[config.mk]
export PLATFORM = sky130hd
export DESIGN_NAME = phase_sequencer
export DESIGN_NICKNAME = d
export VERILOG_FILES = /design/src/rtl/traffic_pkg.sv /design/src/rtl/phase_timer.sv /design/src/rtl/phase_sequencer.sv
export SDC_FILE = /design/constraint.sdc
export NUM_CORES = 1
export LEC_CHECK = 0
export ABC_AREA = 1
export ABC_CLOCK_PERIOD_IN_PS = 3540
export BUFFER_PORTS_ARGS = -buffer_cell sky130_fd_sc_hd__buf_2
export CAP_MARGIN = 30
export CORE_MARGIN = 3
export CORE_UTILIZATION = 60
export CTS_CLUSTER_DIAMETER = 50
export CTS_CLUSTER_SIZE = 40
export DETAILED_ROUTE_END_ITERATION = 8
export GPL_ROUTABILITY_DRIVEN = 1
export PLACE_DENSITY = 0.9
export REMOVE_ABC_BUFFERS = 1
export SYNTH_ARGS = -nofsm -noshare
export SYNTH_HDL_FRONTEND = slang
export SYNTH_SLANG_ARGS = --single-unit
[constraint.sdc]
create_clock -name clk_i -period 3.54 [get_ports clk_i]
set_input_delay 0.708 -clock clk_i [delete_from_list [all_inputs] [get_ports clk_i]]
set_output_delay 0.708 -clock clk_i [all_outputs]
set_load 0.05 [all_outputs]
[src/rtl/traffic_pkg.sv]
// Shared types and helpers for the phase sequencer.
//   state_e   : vehicle interval (all-red clearance, green, amber)
//   walk_e    : pedestrian sub-state within a green
//   next_phase: round-robin pick of the next eligible phase
package traffic_pkg;

  // Upper bound on phase count supported by next_phase().
  localparam int unsigned MaxPhases = 32;
  localparam int unsigned MaxPhW    = $clog2(MaxPhases);

  typedef enum logic [1:0] {
    StAllRed,
    StGreen,
    StAmber
  } state_e;

  typedef enum logic [1:0] {
    WalkDont,
    WalkOn,
    WalkFdw
  } walk_e;

  // First eligible phase scanning cur+1 .. num-1, then wrapping through 0 .. cur.
  // Falls back to phase 0 when nothing is eligible.
  function automatic int unsigned next_phase(input int unsigned            cur,
                                             input logic [MaxPhases-1:0]   elig,
                                             input int unsigned            num);
    int unsigned idx;
    logic        found;
    next_phase = 0;
    found      = 1'b0;
    for (int unsigned k = 1; k <= MaxPhases; k++) begin
      if (k <= num) begin
        idx = (cur + k) % num;
        if (!found && elig[idx[MaxPhW-1:0]]) begin
          found      = 1'b1;
          next_phase = idx;
        end
      end
    end
  endfunction

endpackage

[src/rtl/phase_timer.sv]
// Loadable tick-driven down-counter.
//   clk_i/rst_ni : clock, async active-low reset (reset acts as a load of ResetVal)
//   tick_i       : count enable
//   load_i       : reload with load_val_i; the following cycle never counts a tick
//   done_o       : high on the cycle of the final tick (and on any tick once expired)
module phase_timer #(
  parameter int unsigned CntW     = 8,
  parameter int unsigned ResetVal = 1
) (
  input  logic            clk_i,
  input  logic            rst_ni,
  input  logic            tick_i,
  input  logic            load_i,
  input  logic [CntW-1:0] load_val_i,
  output logic            done_o
);

  logic [CntW-1:0] cnt_q, cnt_d;
  // Marks the entry cycle of an interval, which must not consume a tick.
  logic            fresh_q, fresh_d;

  always_ff @(posedge clk_i or negedge rst_ni) begin
    if (!rst_ni) begin
      cnt_q   <= CntW'(ResetVal);
      fresh_q <= 1'b1;
    end else begin
      cnt_q   <= cnt_d;
      fresh_q <= fresh_d;
    end
  end

  always_comb begin
    cnt_d   = cnt_q;
    fresh_d = 1'b0;
    if (load_i) begin
      cnt_d   = load_val_i;
      fresh_d = 1'b1;
    end else if (!fresh_q && tick_i && (cnt_q != '0)) begin
      cnt_d = cnt_q - 1'b1;
    end
  end

  // Saturating at zero lets a held green leave on any later tick.
  assign done_o = tick_i & ~fresh_q & (cnt_q <= CntW'(1));

endmodule

[src/rtl/phase_sequencer.sv]
// Intersection sequencer for NUM_PHASES phases; phase 0 is the rest phase.
//   clk_i, not_reset_i     : clock, async active-low reset
//   tick_i                 : timing enable, all intervals count its pulses
//   phase_request_i        : vehicle requests (bit 0 ignored)
//   walk_request_i         : pedestrian requests
//   green/amber/red_o      : vehicle lights per phase
//   walk/flashing_dont_walk/dont_walk_o : pedestrian indications per phase
//   active_phase_o         : phase owning right of way
//   walk_request_waiting_o : OR of latched walk requests
module phase_sequencer
  import traffic_pkg::*;
#(
  parameter int unsigned NUM_PHASES    = 4,
  parameter int unsigned GREEN_TICKS   = 8,
  parameter int unsigned AMBER_TICKS   = 3,
  parameter int unsigned ALL_RED_TICKS = 1,
  parameter int unsigned WALK_TICKS    = 3,
  parameter int unsigned FDW_TICKS     = 3,
  parameter int unsigned CNT_W         = 8
) (
  input  logic                          clk_i,
  input  logic                          not_reset_i,
  input  logic                          tick_i,
  input  logic [NUM_PHASES-1:0]         phase_request_i,
  input  logic [NUM_PHASES-1:0]         walk_request_i,
  output logic [NUM_PHASES-1:0]         green_o,
  output logic [NUM_PHASES-1:0]         amber_o,
  output logic [NUM_PHASES-1:0]         red_o,
  output logic [NUM_PHASES-1:0]         walk_o,
  output logic [NUM_PHASES-1:0]         flashing_dont_walk_o,
  output logic [NUM_PHASES-1:0]         dont_walk_o,
  output logic [$clog2(NUM_PHASES)-1:0] active_phase_o,
  output logic                          walk_request_waiting_o
);

  localparam int unsigned PW = $clog2(NUM_PHASES);

  state_e                state_q, state_d;
  walk_e                 wstate_q, wstate_d;
  logic [PW-1:0]         active_q, active_d;
  logic [NUM_PHASES-1:0] veh_q, veh_d;
  logic [NUM_PHASES-1:0] wlatch_q, wlatch_d;
  logic [NUM_PHASES-1:0] elig;
  logic [MaxPhases-1:0]  elig_ext;
  logic                  others_elig;
  logic                  veh_done, walk_done;
  logic [CNT_W-1:0]      veh_load_val, walk_load_val;

  always_ff @(posedge clk_i or negedge not_reset_i) begin
    if (!not_reset_i) begin
      state_q  <= StAllRed;
      wstate_q <= WalkDont;
      active_q <= PW'(NUM_PHASES - 1);
      veh_q    <= '0;
      wlatch_q <= '0;
    end else begin
      state_q  <= state_d;
      wstate_q <= wstate_d;
      active_q <= active_d;
      veh_q    <= veh_d;
      wlatch_q <= wlatch_d;
    end
  end

  // Phase 0 is always a valid destination when leaving another phase.
  always_comb begin
    elig = veh_q | wlatch_q;
    elig[0] = (|(veh_q | wlatch_q)) | (active_q != '0);
    others_elig = |(elig & ~NUM_PHASES'(1));
  end

  assign elig_ext = MaxPhases'(elig);

  always_comb begin
    state_d  = state_q;
    wstate_d = wstate_q;
    active_d = active_q;
    veh_d    = veh_q | phase_request_i;
    veh_d[0] = 1'b0;
    wlatch_d = wlatch_q | walk_request_i;
    unique case (state_q)
      StAllRed: begin
        if (veh_done) begin
          state_d  = StGreen;
          active_d = PW'(next_phase(32'(active_q), elig_ext, NUM_PHASES));
          // Clearing after the OR absorbs a request landing on this cycle.
          veh_d[active_d] = 1'b0;
          if (wlatch_d[active_d]) begin
            wstate_d           = WalkOn;
            wlatch_d[active_d] = 1'b0;
          end
        end
      end
      StGreen: begin
        if (walk_done && wstate_q == WalkOn)  wstate_d = WalkFdw;
        if (walk_done && wstate_q == WalkFdw) wstate_d = WalkDont;
        if (veh_done && ((active_q != '0) || others_elig)) begin
          state_d  = StAmber;
          wstate_d = WalkDont;
        end
      end
      StAmber: begin
        if (veh_done) state_d = StAllRed;
      end
      default: state_d = StAllRed;
    endcase
  end

  always_comb begin
    unique case (state_d)
      StGreen: veh_load_val = CNT_W'(GREEN_TICKS);
      StAmber: veh_load_val = CNT_W'(AMBER_TICKS);
      default: veh_load_val = CNT_W'(ALL_RED_TICKS);
    endcase
    walk_load_val = (wstate_d == WalkOn) ? CNT_W'(WALK_TICKS) : CNT_W'(FDW_TICKS);
  end

  phase_timer #(
    .CntW     (CNT_W),
    .ResetVal (ALL_RED_TICKS)
  ) u_veh_timer (
    .clk_i      (clk_i),
    .rst_ni     (not_reset_i),
    .tick_i     (tick_i),
    .load_i     (state_d != state_q),
    .load_val_i (veh_load_val),
    .done_o     (veh_done)
  );

  phase_timer #(
    .CntW     (CNT_W),
    .ResetVal (WALK_TICKS)
  ) u_walk_timer (
    .clk_i      (clk_i),
    .rst_ni     (not_reset_i),
    .tick_i     (tick_i),
    .load_i     (wstate_d != wstate_q),
    .load_val_i (walk_load_val),
    .done_o     (walk_done)
  );

  always_comb begin
    logic [NUM_PHASES-1:0] g, a, w, f;
    g = '0;
    a = '0;
    w = '0;
    f = '0;
    if (state_q == StGreen)  g[active_q] = 1'b1;
    if (state_q == StAmber)  a[active_q] = 1'b1;
    if (wstate_q == WalkOn)  w[active_q] = 1'b1;
    if (wstate_q == WalkFdw) f[active_q] = 1'b1;
    green_o              = g;
    amber_o              = a;
    red_o                = ~(g | a);
    walk_o               = w;
    flashing_dont_walk_o = f;
    dont_walk_o          = ~(w | f);
  end

  assign active_phase_o         = active_q;
  assign walk_request_waiting_o = |wlatch_q;

endmodule

==> flow_metrics.env, run 1 <==
export IMPL_cp_slowest_cell="dfstp_2"
export IMPL_synth_common_cells="54 x nor2_1, 52 x inv_1, 43 x nand2_1, 24 x dfrtp_1, 16 x a21oi_1"
export IMPL_holdWs_ps=404
export IMPL_crit_chain="inv_2 > ha_1 > inv_2 > nor2_2 > nand4_1 > nand2_1 > nand3_1 > nand2_4 > nand2_1 > nand2_1 > nand2_2 > nand2_2 > nand2_1 > nand2_1 > nand2_1 > nand2_2 > nand2_2 > nand2_1 > nand3_2 > nand3_4 > nor2_2"
export IMPL_grt_usage_pct=23.1
export IMPL_die_w_um=66.2
export IMPL_highest_layer="met4"
export IMPL_synth_flop_cell="dfrtp_1"
export IMPL_yosysTopAreaCellShare_pct=27.6
export IMPL_overflow=0
export IMPL_power_leakage_nw=1.19
export IMPL_post_route_min_period_ps=2640
export IMPL_max_slew_margin_pct=54.4
export IMPL_cts_setup_buffers=0
export IMPL_vias=1983
export IMPL_async_reset_ff_share_pct=100
export IMPL_clock_path_buffers=2
export IMPL_h_tree_depth=2
export IMPL_clkTransAtPathRegs_ps=100
export IMPL_ys_types=36
export IMPL_crit_start="active_phase_o[0]"
export IMPL_finalNetCount=359
export IMPL_place_hpwl_um=3580
export IMPL_drt_pass1_iter_count=4
export IMPL_drt_iter0_drc=104
export IMPL_fin_crit_sh_pct=74.7
export IMPL_wl_um=4530
export IMPL_yosys_register_bits=31
export IMPL_synth_top_cells_by_area="dfrtp_1 28%, nor2_1 9.3%, inv_1 9.0%"
export IMPL_ir_drop_mv=0.500
export IMPL_critPathLaunchType="flip-flop"
export IMPL_avgSynthCellArea_sq_um=7.29
export IMPL_finalWeightedCongestion=0.865
export IMPL_routed_wl_met2_um=2280
export IMPL_synth_edf_count=0
export IMPL_drv_cap=0
export IMPL_finalSetupTns_ps=0
export IMPL_slew_viol_final=0
export IMPL_cts_resized_gates=0
export IMPL_synth_area_sq_um=2170
export IMPL_rsz0062_at_grt="no"
export IMPL_vias_per_cell=5.12
export IMPL_post_drt_wl_per_cell_um=11.7
export IMPL_ys_seq_area_share_pct=36.1
export IMPL_arrival_ps=2910
export IMPL_setup_viol=0
export IMPL_grt_max_degree=32
export IMPL_worst_pin_slew_ps=685
export IMPL_postSynthCellCount=298
export IMPL_antenna_found_initial=0
export IMPL_synth_top_area_cell="dfrtp_1"
export IMPL_r2r_cells=21
export IMPL_num_antenna_cells=0
export IMPL_rows=21
export IMPL_drive_above_1_share_pct=26.7
export IMPL_critPathCaptureType="flip-flop"
export IMPL_crit_buf_inv=2
export IMPL_grt_pass1_wl_um=7920
export IMPL_core_area_sq_um=3420
export IMPL_hold_buffers=0
export IMPL_cts_tree="yes"
export IMPL_path_max_fanout=11
export IMPL_grt_pass1_vias=1962
export IMPL_path_delay_family="simple AND/OR/NAND/NOR gates"
export IMPL_wl_met3_um=165
export IMPL_die_area_sq_um=4380
export IMPL_clock_skew_ps=7.51
export IMPL_clk_latency_ps=330
export IMPL_initial_core_util_pct=63.6
export IMPL_io_pins=38
export IMPL_cp_common_cell="nand2_1"
export IMPL_synth_most_common_cell="nor2_1"
export IMPL_met1_length_um=2000
export IMPL_filler_cell_count=278
export IMPL_final_antenna_net_count=0
export IMPL_worst_setup_path_type="flip-flop to flip-flop"
export IMPL_hold_viol=0
export IMPL_die_h_um=66.2
export IMPL_status="finished clean"
export IMPL_cts_made_buffers=5
export IMPL_ys_warn_count=0
export IMPL_fmax_mhz=378
export IMPL_regToRegStartpoint="active_phase_o[0]"
export IMPL_hp_class="input port to async pin"
export IMPL_regToRegSetupSlack_ps=900
export IMPL_endpoint="u_walk_timer.cnt_q[4]"
export IMPL_r2r_end="u_walk_timer.cnt_q[4]"
export IMPL_p_per_area_nw_per_um2=882
export IMPL_cts_root_buf="clkbuf_4"
export IMPL_drc=0
export IMPL_syn_to_final_growth_pct=14.6
export IMPL_cp_depth=21
export IMPL_port_buffer_count=36
export IMPL_cp_required_ps=3810
export IMPL_cpPeakStageDelay_ps=660
export IMPL_cts_sinks=31
==> logic make-up (layout without fill, tap and decap cells) <==
| group | count (synthesis) | in the layout | synth area share, % |
|---|---|---|---|
| AOI/OAI and AO/OA | 42 | 42 | 12.1 |
| and+or+nand+nor | 146 | 146 | 32.2 |
| xor gates and xnor gates | 11 | 11 | 4.44 |
| DFF | 31 | 31 | 36.1 |
| buffers and inverters | 60 | 103 | 10.5 |
| adders and majority gates | 8 | 8 | 4.61 |
==> cells in the final DEF, fill, tap and decap left out, types with 2 or more instances in the layout <==
cell type,n
a2111oi_2,2
a21oi_1,16
buf_2,36
clkbuf_4,5
dfrtp_1,24
dfstp_2,7
ha_1,8
inv_1,52
inv_2,7
nand2_1,43
nand2_2,11
nand3_1,11
nand3_2,2
nand3_4,2
nand4_1,5
nor2_1,54
nor2_2,9
nor3_1,3
o21ai_0,11
o21ai_1,3
o21ai_2,2
xnor2_1,3
xor2_1,8
==> layer usage <==
metal / GRT usage, % / vias to the layer above
met5: 0 / -
met4: 9.90 / 0
met3: 5.10 / 10
met2: 40.8 / 36
met1: 26.5 / 915
li1: - / 1022
==> registers in the layout (all words and copies together) (netlist names), 2 cells and up <==
name                flops
veh_q                   3
wlatch_q                4
u_veh_timer.cnt_q       8
active_phase_o          2
u_walk_timer.cnt_q      8
wstate_q                2
state_q                 2
==> how the worst min path moves through the flow <==
| stage | depth (start not counted) | startpoint | end | slack [ps] |
|---|---|---|---|---|
| 6_report | 1 | not_reset_i | wstate_q[1] | 400 |
| 5_1_grt | 1 | not_reset_i | u_walk_timer.cnt_q[2] | 440 |
| 4_1_cts | 1 | not_reset_i | u_walk_timer.cnt_q[2] | 420 |
| 3_5_place_dp | 2 | u_veh_timer.cnt_q[0] | u_veh_timer.cnt_q[0] | 500 |
| 3_3_place_gp | 2 | u_veh_timer.cnt_q[0] | u_veh_timer.cnt_q[0] | 490 |
| 2_1_floorplan | 0 | not_reset_i | state_q[0] | 410 |
==> metrics by stage <==
stage               cells  util [%]  worst slack [ps]  instance area [sq um]  power (mW)
global placement      379      70.3              1010                   2400        1.86
detailed placement    379      70.3               940                   2400        1.90
finish                387      72.9               897                   2490        2.19
global route          387      72.9               620                   2490        2.38
floorplan             297         -              1010                   2160        1.64
CTS                   387      72.9               897                   2490        2.20
==> power breakdown <==
part / internal [mW] / switching (mW)
combinational: 0.363 / 0.951
clock: 0.167 / 0.123
sequential: 0.486 / 0.104
==> layout make-up <==
cell class	instances	area (sq um)	area share [%]
Clock buffer	6	51.3	2.06
Clock inverter	2	35.0	1.41
Inverter	59	221	8.90
Multi-Input combinational cell	207	1160	46.6
Sequential cell	31	785	31.5
Tap cell	46	57.6	2.31
Timing Repair Buffer	36	180	7.24
No activity file was read; power rests on OpenSTA's default activity.
==> run 2: changes to the inputs <==
ABC_CLOCK_PERIOD_IN_PS = 2200   (was 3540)
CORE_UTILIZATION = 51   (was 60)
PLACE_DENSITY = 0.82   (was 0.9)
clock period = 2.2 ns   (was 3.54 ns; I/O delays follow)
==> run 2 against run 1 <==
Clock power is 100% higher. Register-to-register slack worse by 990 ps. Worst setup slack worse by 990 ps. Total power is 93% higher. Count of clock-buffer cells in the layout stayed put. Global-route usage is 0.79 points lower. Worst hold slack worse by 210 ps. Final area is 13% higher. The flow now finishes with violations (setup timing). Fmax is 15% higher. Core utilization is 3.6 points lower.
==> flow_metrics.env, run 2 (synthesized netlist as in run 1, its figures left out) <==
export IMPL_top_regs="u_veh_timer.cnt_q: 8 flops, u_walk_timer.cnt_q: 8 flops, wlatch_q: 4 flops"
export IMPL_place_hpwl_um=3830
export IMPL_final_antenna_net_count=0
export IMPL_finalSetupTns_ps=-643
export IMPL_hp_class="input port to async pin"
export IMPL_grt_pass1_wl_um=9080
export IMPL_syn_to_final_growth_pct=29.4
export IMPL_drt_iter0_drc=137
export IMPL_highest_layer="met4"
export IMPL_drt_pass1_iter_count=4
export IMPL_vias_per_cell=5.12
export IMPL_filler_cell_count=308
export IMPL_p_comb_share_pct=64.4
export IMPL_drc=0
export IMPL_fin_crit_sh_pct=104
export IMPL_placed_area_sq_um=2530
export IMPL_clk_latency_ps=290
export IMPL_cts_root_buf="clkbuf_8"
export IMPL_post_drt_wl_per_cell_um=13.0
export IMPL_die_w_um=71.3
export IMPL_drive_above_1_share_pct=35.5
export IMPL_wl_um=5360
export IMPL_clkTransAtPathRegs_ps=70
export IMPL_hold_buffers=0
export IMPL_rows=23
export IMPL_cts_made_buffers=5
export IMPL_cp_required_ps=2380
export IMPL_path_max_fanout=7
export IMPL_worst_pin_slew_ps=717
export IMPL_die_area_sq_um=5080
export IMPL_num_antenna_cells=0
export IMPL_grt_pass1_vias=2138
export IMPL_slew_viol_final=0
export IMPL_p_int_mw=2.07
export IMPL_power_leakage_nw=1.33
export IMPL_core_area_sq_um=4060
export IMPL_regToRegStartpoint="active_phase_o[1]"
export IMPL_pwr_share_seq_pct=21.8
export IMPL_finalNetCount=379
export IMPL_met1_length_um=2210
export IMPL_p_clk_share_pct=13.9
export IMPL_grt_usage_pct=22.3
export IMPL_crit_start="active_phase_o[1]"
export IMPL_hold_viol=0
export IMPL_p_sw_share_pct=51.2
export IMPL_p_total_mw=4.24
export IMPL_clock_path_buffers=2
export IMPL_clock_skew_ps=7.31
export IMPL_ir_drop_mv=0.865
export IMPL_finalWeightedCongestion=0.848
export IMPL_setup_viol=11
export IMPL_final_common_cell="nor2_1"
export IMPL_initial_core_util_pct=53.5
export IMPL_arrival_ps=2470
export IMPL_die_h_um=71.3
export IMPL_vias=2104
export IMPL_critPathLaunchType="flip-flop"
export IMPL_violations="setup timing"
export IMPL_routed_wl_met2_um=2860
export IMPL_fmax_mhz=437
export IMPL_h_tree_depth=2
export IMPL_p_per_area_nw_per_um2=1510
export IMPL_power_switching_mw=2.17
export IMPL_overflow=0
export IMPL_final_cell_mix="50 x nor2_1, 48 x inv_1, 40 x nand2_1"
export IMPL_worst_setup_path_type="flip-flop to flip-flop"
export IMPL_max_slew_margin_pct=52.2
export IMPL_post_route_min_period_ps=2290
export IMPL_port_buffer_count=36
export IMPL_cts_sinks=31
export IMPL_status="finished, violations left"
export IMPL_cts_tree="yes"
export IMPL_postLayoutSetupSlackWorst_ps=-90.4
export IMPL_postLayoutCellArea_sq_um=2810
export IMPL_rsz0062_at_grt="yes"
export IMPL_critPathCaptureType="flip-flop"
export IMPL_grt_max_degree=32
export IMPL_io_pins=38
export IMPL_drv_cap=0
export IMPL_antenna_found_initial=0
export IMPL_wl_met3_um=204
## run 2: changes by cell type in the layout (fill, tap and decap cells not counted), moves of 2 or more
cell      change
nand2_1       -3
nand2_4       +5
nand3_1       -4
clkbuf_8      +5
nor2_4        +3
nor2_1        -4
buf_2         -5
inv_2         +4
buf_4        +20
inv_1         -4
nand3_4       +3
nand2_2       -2
## run 2: path summary, 6_finish.rpt
kind / to / slack (ps) / depth (start not counted)
worst max-delay path: u_walk_timer.cnt_q[4] / -90 / 20
worst min-delay path: wstate_q[1] / 190 / 1
worst max register to register: u_walk_timer.cnt_q[4] / -90 / 20
worst min register to register: u_veh_timer.cnt_q[0] / 530 / 2
max in group asynchronous: u_veh_timer.cnt_q[7] / 1530 / 1
min in group clk_i: veh_q[1] / 390 / 3
## run 2: worst max-delay path, stage by stage (launching register included)
cell and delay [ps]:
dfstp_2 550, inv_2 50, ha_4 150, inv_2 60, nor2_2 40, nand3_1 100
nand3_1 110, nand2_2 120, nand2_2 70, nand2_2 80, nand2_4 70, nand2_4 70
nand2_1 70, nand2_2 60, nand2_2 50, nand2_2 80, nand2_4 80, nand2_4 100
nand3_4 70, nand3_4 160, nor2_2 60
## run 2: area by class of cell
class                           count  area, sq um  share of cell area [%]
Clock inverter                      2         35.0                    1.25
Clock buffer                        6         82.6                    2.94
Timing Repair Buffer               56          347                    12.3
Multi-Input combinational cell    207         1280                    45.5
Inverter                           59          221                    7.88
Tap cell                           50         62.6                    2.23
Sequential cell                    31          785                    27.9
## run 2: power groups by stage
| stage | clock network (mW) | registers, mW | logic, mW |
|---|---|---|---|
| finish | 0.588 | 0.923 | 2.73 |
| global route | 0.618 | 0.946 | 2.99 |
| CTS | 0.594 | 0.916 | 2.56 |
| detailed placement | 0 | 0.922 | 2.42 |
| global placement | 0 | 0.915 | 2.34 |
| floorplan | 0 | 0.984 | 1.66 |
## run 2: repair_timing
action / in CTS / in global routing
gates resized for setup: 7 / 28
pin swaps: 1 / 10
setup buffers: 3 / 2
setup endpoints to repair: 13 / 28
## run 2: per-stage QoR
step | setup WS [ps] | utilization, % | std cells | hold slack (ps)
2_1_floorplan | -328 | - | 297 | 144
5_1_grt | -235 | 69.3 | 411 | 239
3_3_place_gp | -65.6 | 62.5 | 400 | 495
4_1_cts | -25.9 | 66.8 | 411 | 216
6_report | -90.4 | 69.3 | 411 | 192
3_5_place_dp | -107 | 62.5 | 400 | 512
## run 2: layer usage
| metal | vias to the layer above | GRT usage, % |
|---|---|---|
| met5 | - | 0 |
| met4 | 0 | 6.26 |
| met3 | 11 | 5.75 |
| met2 | 40 | 41.4 |
| met1 | 996 | 24.9 |
| li1 | 1057 | - |
